==> src/rtl/multi_cycle_pkg.sv <==
// Shared encodings for the multi-cycle controller: states, opcodes, datapath selects.
// Combinational definitions only; no latency or flow control.
package multi_cycle_pkg;

    typedef enum logic [3:0] {
        FETCH    = 4'd0,
        DECODE   = 4'd1,
        MEM_ADDR = 4'd2,
        MEM_RD   = 4'd3,
        MEM_WB   = 4'd4,
        MEM_WR   = 4'd5,
        R_EXEC   = 4'd6,
        R_WB     = 4'd7,
        I_EXEC   = 4'd8,
        I_WB     = 4'd9,
        BRANCH   = 4'd10,
        JUMP     = 4'd11,
        JAL      = 4'd12,
        JR       = 4'd13
    } state_t;

    localparam logic [5:0] OP_RTYPE = 6'd0;
    localparam logic [5:0] OP_J     = 6'd2;
    localparam logic [5:0] OP_JAL   = 6'd3;
    localparam logic [5:0] OP_BEQ   = 6'd4;
    localparam logic [5:0] OP_ADDI  = 6'd8;
    localparam logic [5:0] OP_LW    = 6'd35;
    localparam logic [5:0] OP_SW    = 6'd43;
    localparam logic [5:0] FN_JR    = 6'd8;

    localparam logic [1:0] ALUB_B        = 2'd0;
    localparam logic [1:0] ALUB_FOUR     = 2'd1;
    localparam logic [1:0] ALUB_SEXT     = 2'd2;
    localparam logic [1:0] ALUB_SEXT_SH2 = 2'd3;

    localparam logic [1:0] ALUOP_ADD   = 2'd0;
    localparam logic [1:0] ALUOP_SUB   = 2'd1;
    localparam logic [1:0] ALUOP_FUNCT = 2'd2;

    localparam logic [1:0] PCSRC_ALU    = 2'd0;
    localparam logic [1:0] PCSRC_ALUOUT = 2'd1;
    localparam logic [1:0] PCSRC_JUMP   = 2'd2;
    localparam logic [1:0] PCSRC_REG    = 2'd3;

    localparam logic [1:0] M2R_ALUOUT = 2'd0;
    localparam logic [1:0] M2R_MDR    = 2'd1;
    localparam logic [1:0] M2R_PC     = 2'd2;

    localparam logic [1:0] RDST_RT = 2'd0;
    localparam logic [1:0] RDST_RD = 2'd1;
    localparam logic [1:0] RDST_RA = 2'd2;

    typedef struct packed {
        logic       pc_write;
        logic       pc_write_cond;
        logic       iord;
        logic       mem_read;
        logic       mem_write;
        logic       ir_write;
        logic       reg_write;
        logic       alu_src_a;
        logic [1:0] alu_src_b;
        logic [1:0] alu_op;
        logic [1:0] pc_source;
        logic [1:0] mem_to_reg;
        logic [1:0] reg_dst;
        logic       instr_done;
        logic       illegal;
    } ctrl_t;

    function automatic logic op_is_legal(input logic [5:0] op);
        return op inside {OP_RTYPE, OP_J, OP_JAL, OP_BEQ, OP_ADDI, OP_LW, OP_SW};
    endfunction

endpackage

==> src/rtl/mcc_out_dec.sv <==
// State-to-control table for the multi-cycle controller; purely combinational, zero latency.
// Memory-handshake states qualify their commit strobes with i_mem_rdy; no other stall path.
module mcc_out_dec
    import multi_cycle_pkg::*;
(
    input  state_t     i_state,
    input  logic [5:0] i_opcode,
    input  logic       i_mem_rdy,
    output ctrl_t      o_ctrl
);

    always_comb begin
        o_ctrl = '0;
        case (i_state)
            FETCH: begin
                o_ctrl.mem_read  = 1'b1;
                o_ctrl.alu_src_b = ALUB_FOUR;
                o_ctrl.alu_op    = ALUOP_ADD;
                o_ctrl.pc_source = PCSRC_ALU;
                // IR and PC only commit once the fetched word is actually present
                o_ctrl.ir_write  = i_mem_rdy;
                o_ctrl.pc_write  = i_mem_rdy;
            end
            DECODE: begin
                o_ctrl.alu_src_b = ALUB_SEXT_SH2;
                o_ctrl.alu_op    = ALUOP_ADD;
                o_ctrl.illegal   = !op_is_legal(i_opcode);
            end
            MEM_ADDR: begin
                o_ctrl.alu_src_a = 1'b1;
                o_ctrl.alu_src_b = ALUB_SEXT;
            end
            MEM_RD: begin
                o_ctrl.mem_read = 1'b1;
                o_ctrl.iord     = 1'b1;
            end
            MEM_WB: begin
                o_ctrl.reg_write  = 1'b1;
                o_ctrl.reg_dst    = RDST_RT;
                o_ctrl.mem_to_reg = M2R_MDR;
                o_ctrl.instr_done = 1'b1;
            end
            MEM_WR: begin
                o_ctrl.mem_write  = 1'b1;
                o_ctrl.iord       = 1'b1;
                o_ctrl.instr_done = i_mem_rdy;
            end
            R_EXEC: begin
                o_ctrl.alu_src_a = 1'b1;
                o_ctrl.alu_src_b = ALUB_B;
                o_ctrl.alu_op    = ALUOP_FUNCT;
            end
            R_WB: begin
                o_ctrl.reg_write  = 1'b1;
                o_ctrl.reg_dst    = RDST_RD;
                o_ctrl.instr_done = 1'b1;
            end
            I_EXEC: begin
                o_ctrl.alu_src_a = 1'b1;
                o_ctrl.alu_src_b = ALUB_SEXT;
            end
            I_WB: begin
                o_ctrl.reg_write  = 1'b1;
                o_ctrl.reg_dst    = RDST_RT;
                o_ctrl.instr_done = 1'b1;
            end
            BRANCH: begin
                o_ctrl.alu_src_a     = 1'b1;
                o_ctrl.alu_op        = ALUOP_SUB;
                o_ctrl.pc_write_cond = 1'b1;
                o_ctrl.pc_source     = PCSRC_ALUOUT;
                o_ctrl.instr_done    = 1'b1;
            end
            JUMP: begin
                o_ctrl.pc_write   = 1'b1;
                o_ctrl.pc_source  = PCSRC_JUMP;
                o_ctrl.instr_done = 1'b1;
            end
            JAL: begin
                o_ctrl.pc_write   = 1'b1;
                o_ctrl.pc_source  = PCSRC_JUMP;
                o_ctrl.reg_write  = 1'b1;
                o_ctrl.reg_dst    = RDST_RA;
                o_ctrl.mem_to_reg = M2R_PC;
                o_ctrl.instr_done = 1'b1;
            end
            JR: begin
                o_ctrl.pc_write   = 1'b1;
                o_ctrl.pc_source  = PCSRC_REG;
                o_ctrl.instr_done = 1'b1;
            end
            default: o_ctrl = '0;
        endcase
    end

endmodule

==> src/rtl/multi_cycle_ctrl.sv <==
// Multi-cycle MIPS-style controller: 3-5 cycles per instruction plus memory wait cycles.
// Memory states stall on mem_ready_i (when MEM_HS=1); reset silences every output at once.
module multi_cycle_ctrl
    import multi_cycle_pkg::*;
#(
    parameter bit MEM_HS = 1'b1
) (
    input  logic        clk_i,
    input  logic        rst_i,
    input  logic [5:0]  opcode_i,
    input  logic [5:0]  funct_i,
    input  logic        mem_ready_i,
    output logic        pc_write_o,
    output logic        pc_write_cond_o,
    output logic        iord_o,
    output logic        mem_read_o,
    output logic        mem_write_o,
    output logic        ir_write_o,
    output logic        reg_write_o,
    output logic        alu_src_a_o,
    output logic [1:0]  alu_src_b_o,
    output logic [1:0]  alu_op_o,
    output logic [1:0]  pc_source_o,
    output logic [1:0]  mem_to_reg_o,
    output logic [1:0]  reg_dst_o,
    output logic [3:0]  state_o,
    output logic        instr_done_o,
    output logic        illegal_o,
    output logic [31:0] retired_o
);

    state_t      r_state;
    state_t      w_next;
    logic [31:0] r_retired;
    logic        w_mem_rdy;
    ctrl_t       w_dec;
    ctrl_t       w_ctrl;

    assign w_mem_rdy = MEM_HS ? mem_ready_i : 1'b1;

    mcc_out_dec u_out_dec (
        .i_state   (r_state),
        .i_opcode  (opcode_i),
        .i_mem_rdy (w_mem_rdy),
        .o_ctrl    (w_dec)
    );

    always_comb begin
        w_next = r_state;
        case (r_state)
            FETCH:    if (w_mem_rdy) w_next = DECODE;
            DECODE: begin
                case (opcode_i)
                    OP_RTYPE:     w_next = (funct_i == FN_JR) ? JR : R_EXEC;
                    OP_LW, OP_SW: w_next = MEM_ADDR;
                    OP_ADDI:      w_next = I_EXEC;
                    OP_BEQ:       w_next = BRANCH;
                    OP_J:         w_next = JUMP;
                    OP_JAL:       w_next = JAL;
                    default:      w_next = FETCH;
                endcase
            end
            MEM_ADDR: w_next = (opcode_i == OP_LW) ? MEM_RD : MEM_WR;
            MEM_RD:   if (w_mem_rdy) w_next = MEM_WB;
            MEM_WR:   if (w_mem_rdy) w_next = FETCH;
            R_EXEC:   w_next = R_WB;
            I_EXEC:   w_next = I_WB;
            default:  w_next = FETCH;
        endcase
    end

    always_ff @(posedge clk_i) begin
        if (rst_i) begin
            r_state   <= FETCH;
            r_retired <= '0;
        end else begin
            r_state <= w_next;
            if (w_dec.instr_done) r_retired <= r_retired + 32'd1;
        end
    end

    // Reset must blank the outputs in the same cycle, not one edge later
    assign w_ctrl = rst_i ? '0 : w_dec;

    assign pc_write_o      = w_ctrl.pc_write;
    assign pc_write_cond_o = w_ctrl.pc_write_cond;
    assign iord_o          = w_ctrl.iord;
    assign mem_read_o      = w_ctrl.mem_read;
    assign mem_write_o     = w_ctrl.mem_write;
    assign ir_write_o      = w_ctrl.ir_write;
    assign reg_write_o     = w_ctrl.reg_write;
    assign alu_src_a_o     = w_ctrl.alu_src_a;
    assign alu_src_b_o     = w_ctrl.alu_src_b;
    assign alu_op_o        = w_ctrl.alu_op;
    assign pc_source_o     = w_ctrl.pc_source;
    assign mem_to_reg_o    = w_ctrl.mem_to_reg;
    assign reg_dst_o       = w_ctrl.reg_dst;
    assign instr_done_o    = w_ctrl.instr_done;
    assign illegal_o       = w_ctrl.illegal;
    assign state_o         = rst_i ? FETCH : r_state;
    assign retired_o       = rst_i ? '0 : r_retired;

endmodule

==> config.mk <==
export PLATFORM = sky130hd
export DESIGN_NAME = multi_cycle_ctrl
export DESIGN_NICKNAME = d
export VERILOG_FILES = /design/src/rtl/multi_cycle_pkg.sv /design/src/rtl/mcc_out_dec.sv /design/src/rtl/multi_cycle_ctrl.sv
export SDC_FILE = /design/constraint.sdc
export NUM_CORES = 1
export LEC_CHECK = 0
export BUFFER_PORTS_ARGS = -buffer_cell sky130_fd_sc_hd__buf_4
export CAP_MARGIN = 0
export CORE_AREA = 4 4 82 114
export DETAILED_ROUTE_END_ITERATION = 7
export DIE_AREA = 0 0 86 118
export PLACE_DENSITY_LB_ADDON = 0.2
export SLEW_MARGIN = 20
export SYNTH_ARGS = -nofsm -noshare
export SYNTH_HDL_FRONTEND = slang
export SYNTH_SLANG_ARGS = --single-unit
==> constraint.sdc <==
create_clock -name clk_i -period 3.1 [get_ports clk_i]
set_input_delay 0.31 -clock clk_i [delete_from_list [all_inputs] [get_ports clk_i]]
set_output_delay 0.31 -clock clk_i [all_outputs]
set_load 0.05 [all_outputs]
Yosys cells after proc, flatten, opt, wreduce, memory -nomap -nowiden
Cells that the tools add are included.
{"block": "word_totals", "out_inout_bits": 56, "regBits": 36}
{"block": "op_classes", "addsub": 1, "n_eq_ne": 23, "n_reduce_logical": 14, "n_mux": 25}
{"op": "adder 32 x 1 -> 32 bit, second input constant", "count": 1}
{"op": "two-way mux 32 bit", "count": 1}
{"op": "case mux 4 bit (7 select lines)", "count": 1}
{"op": "== test 4 bit, second input constant", "count": 6}
{"op": "case mux 4 bit (6 select lines)", "count": 1}
{"op": "two-way mux 20 bit", "count": 1}
{"op": "two-way mux 4 bit", "count": 5}
{"op": "== test 4 x 3 -> 1 bit, second input constant", "count": 4}
{"op": "== test 6 x 2 -> 1 bit, second input constant", "count": 2}
{"op": "== test 6 x 4 -> 1 bit, second input constant", "count": 2}
{"op": "== test 6 bit, second input constant", "count": 2}
{"op": "case mux 2 bit (2 select lines)", "count": 3}
{"op": "case mux 2 bit (3 select lines)", "count": 2}
{"op": "OR reduction 2 bit", "count": 5}
{"op": "== test 4 x 2 -> 1 bit, second input constant", "count": 2}
{"op": "two-way mux 1 bit", "count": 8}
{"op": "OR reduction 4 bit", "count": 2}
{"op": "nonzero test 7 bit", "count": 1}
{"op": "OR reduction 7 bit", "count": 1}
{"op": "== test 6 x 3 -> 1 bit, second input constant", "count": 1}
{"op": "zero test 6 bit", "count": 1}
{"op": "!= test 2 bit, second input constant", "count": 3}
{"op": "== test 4 x 1 -> 1 bit, second input constant", "count": 1}
{"op": "zero test 4 bit", "count": 1}
{"op": "5 further kinds", "count": 6}

Depth between registers and ports, before layout
Gate-level depths: netlist of run 1.
{"block": "depth", "ltp_word": 5, "depth_mapped": 6}

Cells and area by module
A second synthesis of run 1 with hierarchy kept.
{"block": "unflattened", "cells_unflattened": 348, "hier_area_um2": 2616.3}
{"module": "multi_cycle_ctrl", "seq_area_each_um2": 720.7, "area_each_um2": 2314.7, "n_inst": 1, "cells_per_inst": 298}
{"module": "mcc_out_dec", "seq_area_each_um2": 0.0, "area_each_um2": 301.5, "n_inst": 1, "cells_per_inst": 50}

Least setup slack after synthesis of run 1
OpenSTA, ideal clock, no wires.
{"block": "synth_path", "kind": "register -> output", "start": "register r_state[1]", "end": "output alu_src_b_o[1]", "slack_ns": 0.498, "required_ns": 2.790, "path_buffers": 1, "t_arrival_ns": 2.292, "path_stages_with_launch": 5, "path_cell_list": "dfxtp_1 -> buf_4 -> nor2b_1 -> nor3_1 -> nor4_1"}
{"block": "synth_via", "elab_chain_cells": 4, "elab_cells_between_ends": 7, "cone_classes": "eq/ne: 3; mux: 2; reduce/logical: 2"}
{"item": "start: declaration", "line_no": "multi_cycle_ctrl.sv:32", "text": "state_t r_state;"}
{"item": "start signal: assignment", "line_no": "multi_cycle_ctrl.sv:77", "text": "r_state <= w_next;"}
{"item": "== test 4 x 2 -> 1 bit / == test 4 bit (equally long branches)", "line_no": "mcc_out_dec.sv:14", "text": "case (i_state)"}
{"item": "OR reduction 2 bit (no source line)"}
{"item": "case mux 2 bit (3 select lines) *", "line_no": "mcc_out_dec.sv:14"}
{"item": "two-way mux 20 bit *", "line_no": "multi_cycle_ctrl.sv:83", "text": "assign w_ctrl = rst_i ? '0 : w_dec;"}
{"item": "end: declaration", "line_no": "multi_cycle_ctrl.sv:21", "text": "output logic [1:0] alu_src_b_o,"}
Every way passes the cells marked *; elsewhere a longest branch is shown, timed or not.

Worst setup path in the final report of run 1
{"block": "layout_path", "start": "register r_state[0]", "end": "output instr_done_o"}
{"block": "layout_via", "elab_chain_cells": 4, "elab_cells_between_ends": 11, "cone_classes": "eq/ne: 8; mux: 2; reduce/logical: 1"}
{"item": "== test 4 x 3 -> 1 bit / == test 4 bit (equally long branches)", "line_no": "mcc_out_dec.sv:14"}
{"item": "OR reduction 7 bit (no source line)"}
{"item": "case mux 1 bit (2 select lines) *", "line_no": "mcc_out_dec.sv:14"}
{"item": "two-way mux 20 bit *", "line_no": "multi_cycle_ctrl.sv:83"}
{"item": "end: declaration", "line_no": "multi_cycle_ctrl.sv:27", "text": "output logic instr_done_o,"}
Marks and branches as above.

==> impl_metrics.toml, run 1 <==
[timing]
setup_violations = 0
fin_ws_ns = 0.458
fmax_ghz = 0.379
rsz0062_at_grt = "false"
slew_headroom_pct = 42.7
hold_viol_final = 0
worstMarginPinSlew_ns = 0.859
fin_hold_ws_ns = 0.314
skew_ns = 0.00776
fin_crit_sh_pct = 85.2
slew_viol_final = 0
period_minus_slack_ns = 2.64
fin_tns_setup_ns = 0

[grt]
grt_pass1_wl_mm = 12.4
grt_max_degree = 81
grt_usage_pct = 14.6
antenna_found_initial = 0
grt_pass1_vias = 2588
grt-ovfl-total = 0

[power]
power.switching_uw = 278
comb_power_share_pct = 9.8
swShare_pct = 23.9
peakVddDrop_uv = 208
power_density_mw_per_mm2 = 328
finalPower_mw = 1.16
p_leak_nw = 1.40
internal_power_uw = 885
seq_power_share_pct = 40.2
p_clk_share_pct = 50.0

[placed_design]
dp_hpwl_mm = 5.56
pre_cts_slack_ns = 0.682
port_buffers = 70
dpl_cell_area_mm2 = 0.00337
dp.cells = 498
gp_congestion = 0.799

[routing]
wl_per_cell_um = 14.9
ant_nets = 0
drc = 0
routed_via_density = 5.53
drtPass1Iterations = 5
drt-total-wl_mm = 7.53
num_vias = 2799
drtIter0Drc = 114

[synth]
ys_warn_count = 0
async_reset_ff_share_pct = 0
synth_common_cells = "nor2_1 (44), nor2b_1 (42), dfxtp_1 (36)"
synth_seq_cells = 36
syn_area_per_cell_um2 = 8.08
synth_edf_count = 0
ys_top_cells_by_area = "dfxtp_1 (25%), nor2b_1 (9.2%), mux2_1 (7.5%)"
yosys.area.top_type = "dfxtp_1"
synth-main-ff-cell = "dfxtp_1"
synth_area_mm2 = 0.00285
synth.top_cell.area_share_pct = 25.3
synth_nets = 369
synth_cell_types = 59
synth_seq_area_share_pct = 25.3
synth_most_common_cell = "nor2_1"
synth_cells = 353

[clock_tree]
root_buffer = "clkbuf_16"
post_cts_buffers = 0
cts_tree = "yes"
clkTransAtPathRegs_ns = 0.05
clk_path_buf_depth = 2
cts_resized = 0
cts_buffers = 5
insertion_delay_ns = 0.28
clock_sinks = 36
cts_hold_buf = 0
cts_max_level = 2

[finish]
fin_cells = 506
final_layout_size_suffix_gt1_share_pct = 28.7
antennaDiodeCount = 0
final_nets = 419
syn2layout_area_growth_pct = 24.2
stdcell_area_mm2 = 0.00354
fin_util_pct = 43.0

[die]
ios = 71
die_area_mm2 = 0.0101
die_h_um = 118
die_x_um = 86
initial_utilization_pct = 34.6
coreArea_mm2 = 0.00825
rows = 39

[worst_setup_path]
crit_path_start_kind = "register"
crit_required_ns = 2.79
cp.arrival_ns = 2.33
worstPathMaxFanout = 27
critPathCaptureType = "primary output"
crit_type = "register to primary output"

[run_status]
status = "complete, no violations"

[flow_run]
cap_violations = 0

[worst_hold_path]
min_path_type = "primary input to register"
==> cell type report <==
class / count / area, um^2
repair buffers: 73 / 548
fillers: 876 / 4700
clock buffers: 5 / 125
flip-flops and latches: 36 / 721
clock inverters: 3 / 46.3
inverters: 6 / 22.5
multi-input cells: 281 / 1950
well taps: 102 / 128
==> layout by cell type (no fill, tap or decap), drive strengths merged, types with 2 or more instances in the layout <==
cell type / synthesis / final
or4: 5 / 5
inv: 6 / 7
clkbuf: 15 / 5
nand4: 9 / 9
nor4b: 4 / 4
nand4b: 2 / 2
a211oi: 2 / 2
nor2: 44 / 44
a31oi: 2 / 2
mux2: 27 / 27
or3b: 3 / 3
a22oi: 2 / 2
nand3: 9 / 9
or2: 4 / 4
dfxtp: 36 / 36
a21oi: 12 / 12
nand2: 20 / 20
and4: 4 / 4
and2: 4 / 4
a2111oi: 12 / 12
o21ai: 8 / 8
nor2b: 42 / 42
nor3b: 2 / 2
and3: 6 / 6
nor3: 16 / 16
nand2b: 6 / 6
o31ai: 5 / 5
o211ai: 2 / 2
or3: 3 / 3
a31o: 3 / 3
nor4: 10 / 10
buf: 15 / 73
==> flip-flops by register name, summed over array words and instances, names as in the netlist <==
name	count
r_retired	32
r_state	4
==> critical path, stage by stage (launching register included) <==
cell,delay (ns)
dfxtp_1,0.68
or3b_4,0.48
o211ai_4,0.56
nor3_1,0.11
buf_4,0.23
==> power groups by stage <==
stage | logic (mW) | clock network (mW) | registers (mW)
6_report | 0.114 | 0.581 | 0.468
5_1_grt | 0.126 | 0.617 | 0.468
4_1_cts | 0.114 | 0.600 | 0.468
3_5_place_dp | 0.114 | 0 | 0.478
3_3_place_gp | 0.113 | 0 | 0.478
2_1_floorplan | 0.0831 | 0 | 0.474
==> metal layers <==
layer  track usage, %  up-vias  part of all wire, %  routed length [um]
met2             25.5       71                   52                3930
met4             5.45        0                  2.0                 153
met3             3.22       14                  4.7                 355
met5                0        -                    0                   0
li1                 -     1395                    -                   -
met1             17.1     1319                   41                3090
==> path summary, 6_finish.rpt <==
check | start | cells after the start | endpoint | slack, ns
max | r_state[0] | 4 | instr_done_o | 0.46
min | opcode_i[0] | 2 | r_state[0] | 0.31
max reg2reg | r_state[0] | 4 | r_retired[31] | 0.62
min reg2reg | r_retired[10] | 2 | r_retired[10] | 0.51
==> cells by family after synthesis <==
group,Yosys count,synth area share (%)
flip-flops,36,25.3
AO/OA/AOI/OAI,57,18.1
adder cells (fa/ha/maj),1,0.439
buffers and inverters,36,6.27
multiplexers,28,11.0
XOR/XNOR,1,0.307
AND/OR/NAND/NOR,194,38.6
Power figures use the tool's default switching activity.
==> inputs of run 2 (changes only) <==
- REMOVE_ABC_BUFFERS: unset -> 1
==> run 2 against run 1 <==
Sequential share of layout area grew 0.058 points. Critical path depth is the same. Count of clock-buffer cells in the layout grew 3. Critical path type unchanged. Critical endpoint unchanged.
==> impl_metrics.toml, run 2 (synthesized netlist as in run 1, its figures left out) <==
[timing]
setup_violations = 0
fin_tns_setup_ns = 0
hold_viol_final = 0
rsz0062_at_grt = "false"
slew_headroom_pct = 40.3
period_minus_slack_ns = 2.39
slew_viol_final = 0
fmax_ghz = 0.418
skew_ns = 0.00408
fin_crit_sh_pct = 77.2
worstMarginPinSlew_ns = 0.895

[finish]
syn2layout_area_growth_pct = 23.9
final_nets = 421
antennaDiodeCount = 0
top_regs = "r_retired x32, r_state x4"
n_fill_cell = 861
final_layout_size_suffix_gt1_share_pct = 28.6
stdcell_area_mm2 = 0.00353
final_cell_mix = "buf_4 (75), nor2_1 (44), nor2b_1 (42), dfxtp_1 (36), nand2_1 (20)"
largest_reg_flops = 32
final_common_cell = "buf_4"
largest-register = "r_retired"

[routing]
drtPass1Iterations = 4
drc = 0
num_vias = 2769
drt-total-wl_mm = 7.76
drtIter0Drc = 131
wl_per_cell_um = 15.3
routed_via_density = 5.45
ant_nets = 0

[worst_hold_path]
min-delay-start = "opcode_i[0]"
holdPathEnd = "r_state[0]"
min_path_type = "primary input to register"
whs_path_depth = 2

[clock_tree]
cts_resized = 0
cts_tree = "yes"
clk_path_buf_depth = 2
cts_buffers = 5
clkTransAtPathRegs_ns = 0.05
root_buffer = "clkbuf_16"
cts_max_level = 2
cts_hold_buf = 0
insertion_delay_ns = 0.28
post_cts_buffers = 0
clock_sinks = 36

[worst_setup_path]
path_buf_inv = 1
crit_path_start_kind = "register"
cp.arrival_ns = 2.08
max_stage_delay_ns = 0.77
cpMaxStageDelayCell = "dfxtp_1"
reg2reg_to = "r_retired[31]"
cp_top_family = "flip-flops"
crit_required_ns = 2.79
reg2reg_depth = 4
crit_type = "register to primary output"
worstReg2RegStart = "r_state[3]"
worstPathMaxFanout = 27
critPathCaptureType = "primary output"
r2r_slack_ns = 0.77
worstPathCellList = "or3b_1 -> o211ai_4 -> nor3_1 -> buf_4"

[die]
coreArea_mm2 = 0.00825
rows = 39
die_area_mm2 = 0.0101
ios = 71
die_x_um = 86
initial_utilization_pct = 34.6
die_h_um = 118

[grt]
grt_max_degree = 47
grt_usage_pct = 15.7
grt_pass1_vias = 2794
grt-ovfl-total = 0
antenna_found_initial = 0
grt_pass1_wl_mm = 13.3

[flow_run]
cap_violations = 0

[power]
power_density_mw_per_mm2 = 310
peakVddDrop_uv = 246
p_leak_nw = 1.40

[run_status]
status = "complete, no violations"

[placed_design]
dp_hpwl_mm = 5.78
dpl_cell_area_mm2 = 0.00339
gp_congestion = 0.817
port_buffers = 70
[run 2: power breakdown]
| part | switching (mW) | total [mW] | internal [mW] |
|---|---|---|---|
| clock network | 0.189 | 0.509 | 0.321 |
| registers | 0.00113 | 0.465 | 0.464 |
| logic | 0.0785 | 0.120 | 0.0416 |
[run 2: how the worst max path moves through the flow]
stage,cells past startpoint,end,slack [ns],startpoint
finish,4,instr_done_o,0.71,r_state[3]
global route,4,instr_done_o,0.52,r_state[3]
CTS,4,instr_done_o,0.67,r_state[3]
detailed placement,4,r_retired[31],0.77,r_state[3]
global placement,4,r_retired[31],0.85,r_state[3]
floorplan,3,alu_src_b_o[1],0.35,r_state[0]
[run 2: stage by stage]
stage                     hold WS, ns  total power, mW  setup slack, ns  utilization [%]  instances
after floorplan                 0.379            0.538            0.349                -        323
after global placement          0.473            0.594            0.852             41.1        500
after detailed placement        0.480            0.595            0.770             41.1        500
after CTS                       0.307             1.11            0.669             42.8        508
after global routing            0.319             1.14            0.523             42.8        508
final                           0.319             1.09            0.706             42.8        508
[run 2: routing by layer]
metal / vias up / GRT usage (%) / part of all wire (%)
li1: 1398 / - / -
met1: 1294 / 18.2 / 41
met2: 64 / 27.8 / 52
met3: 13 / 3.01 / 5.1
met4: 0 / 6.14 / 2.5
met5: - / 0 / 0
[run 2: cell type report]
cell class / count / area [um^2] / area share, %
repair buffers: 75 / 563 / 15.9
inverters: 6 / 22.5 / 0.638
flip-flops and latches: 36 / 721 / 20.4
well taps: 102 / 128 / 3.61
clock buffers: 8 / 146 / 4.14
multi-input cells: 281 / 1950 / 55.3
[run 2: worst register-to-register path, stage by stage, from the launching register on]
cell	delay [ns]
dfxtp_1	0.77
nor2b_1	0.32
a2bb2oi_2	0.27
a2111oi_1	0.48
mux2_2	0.38
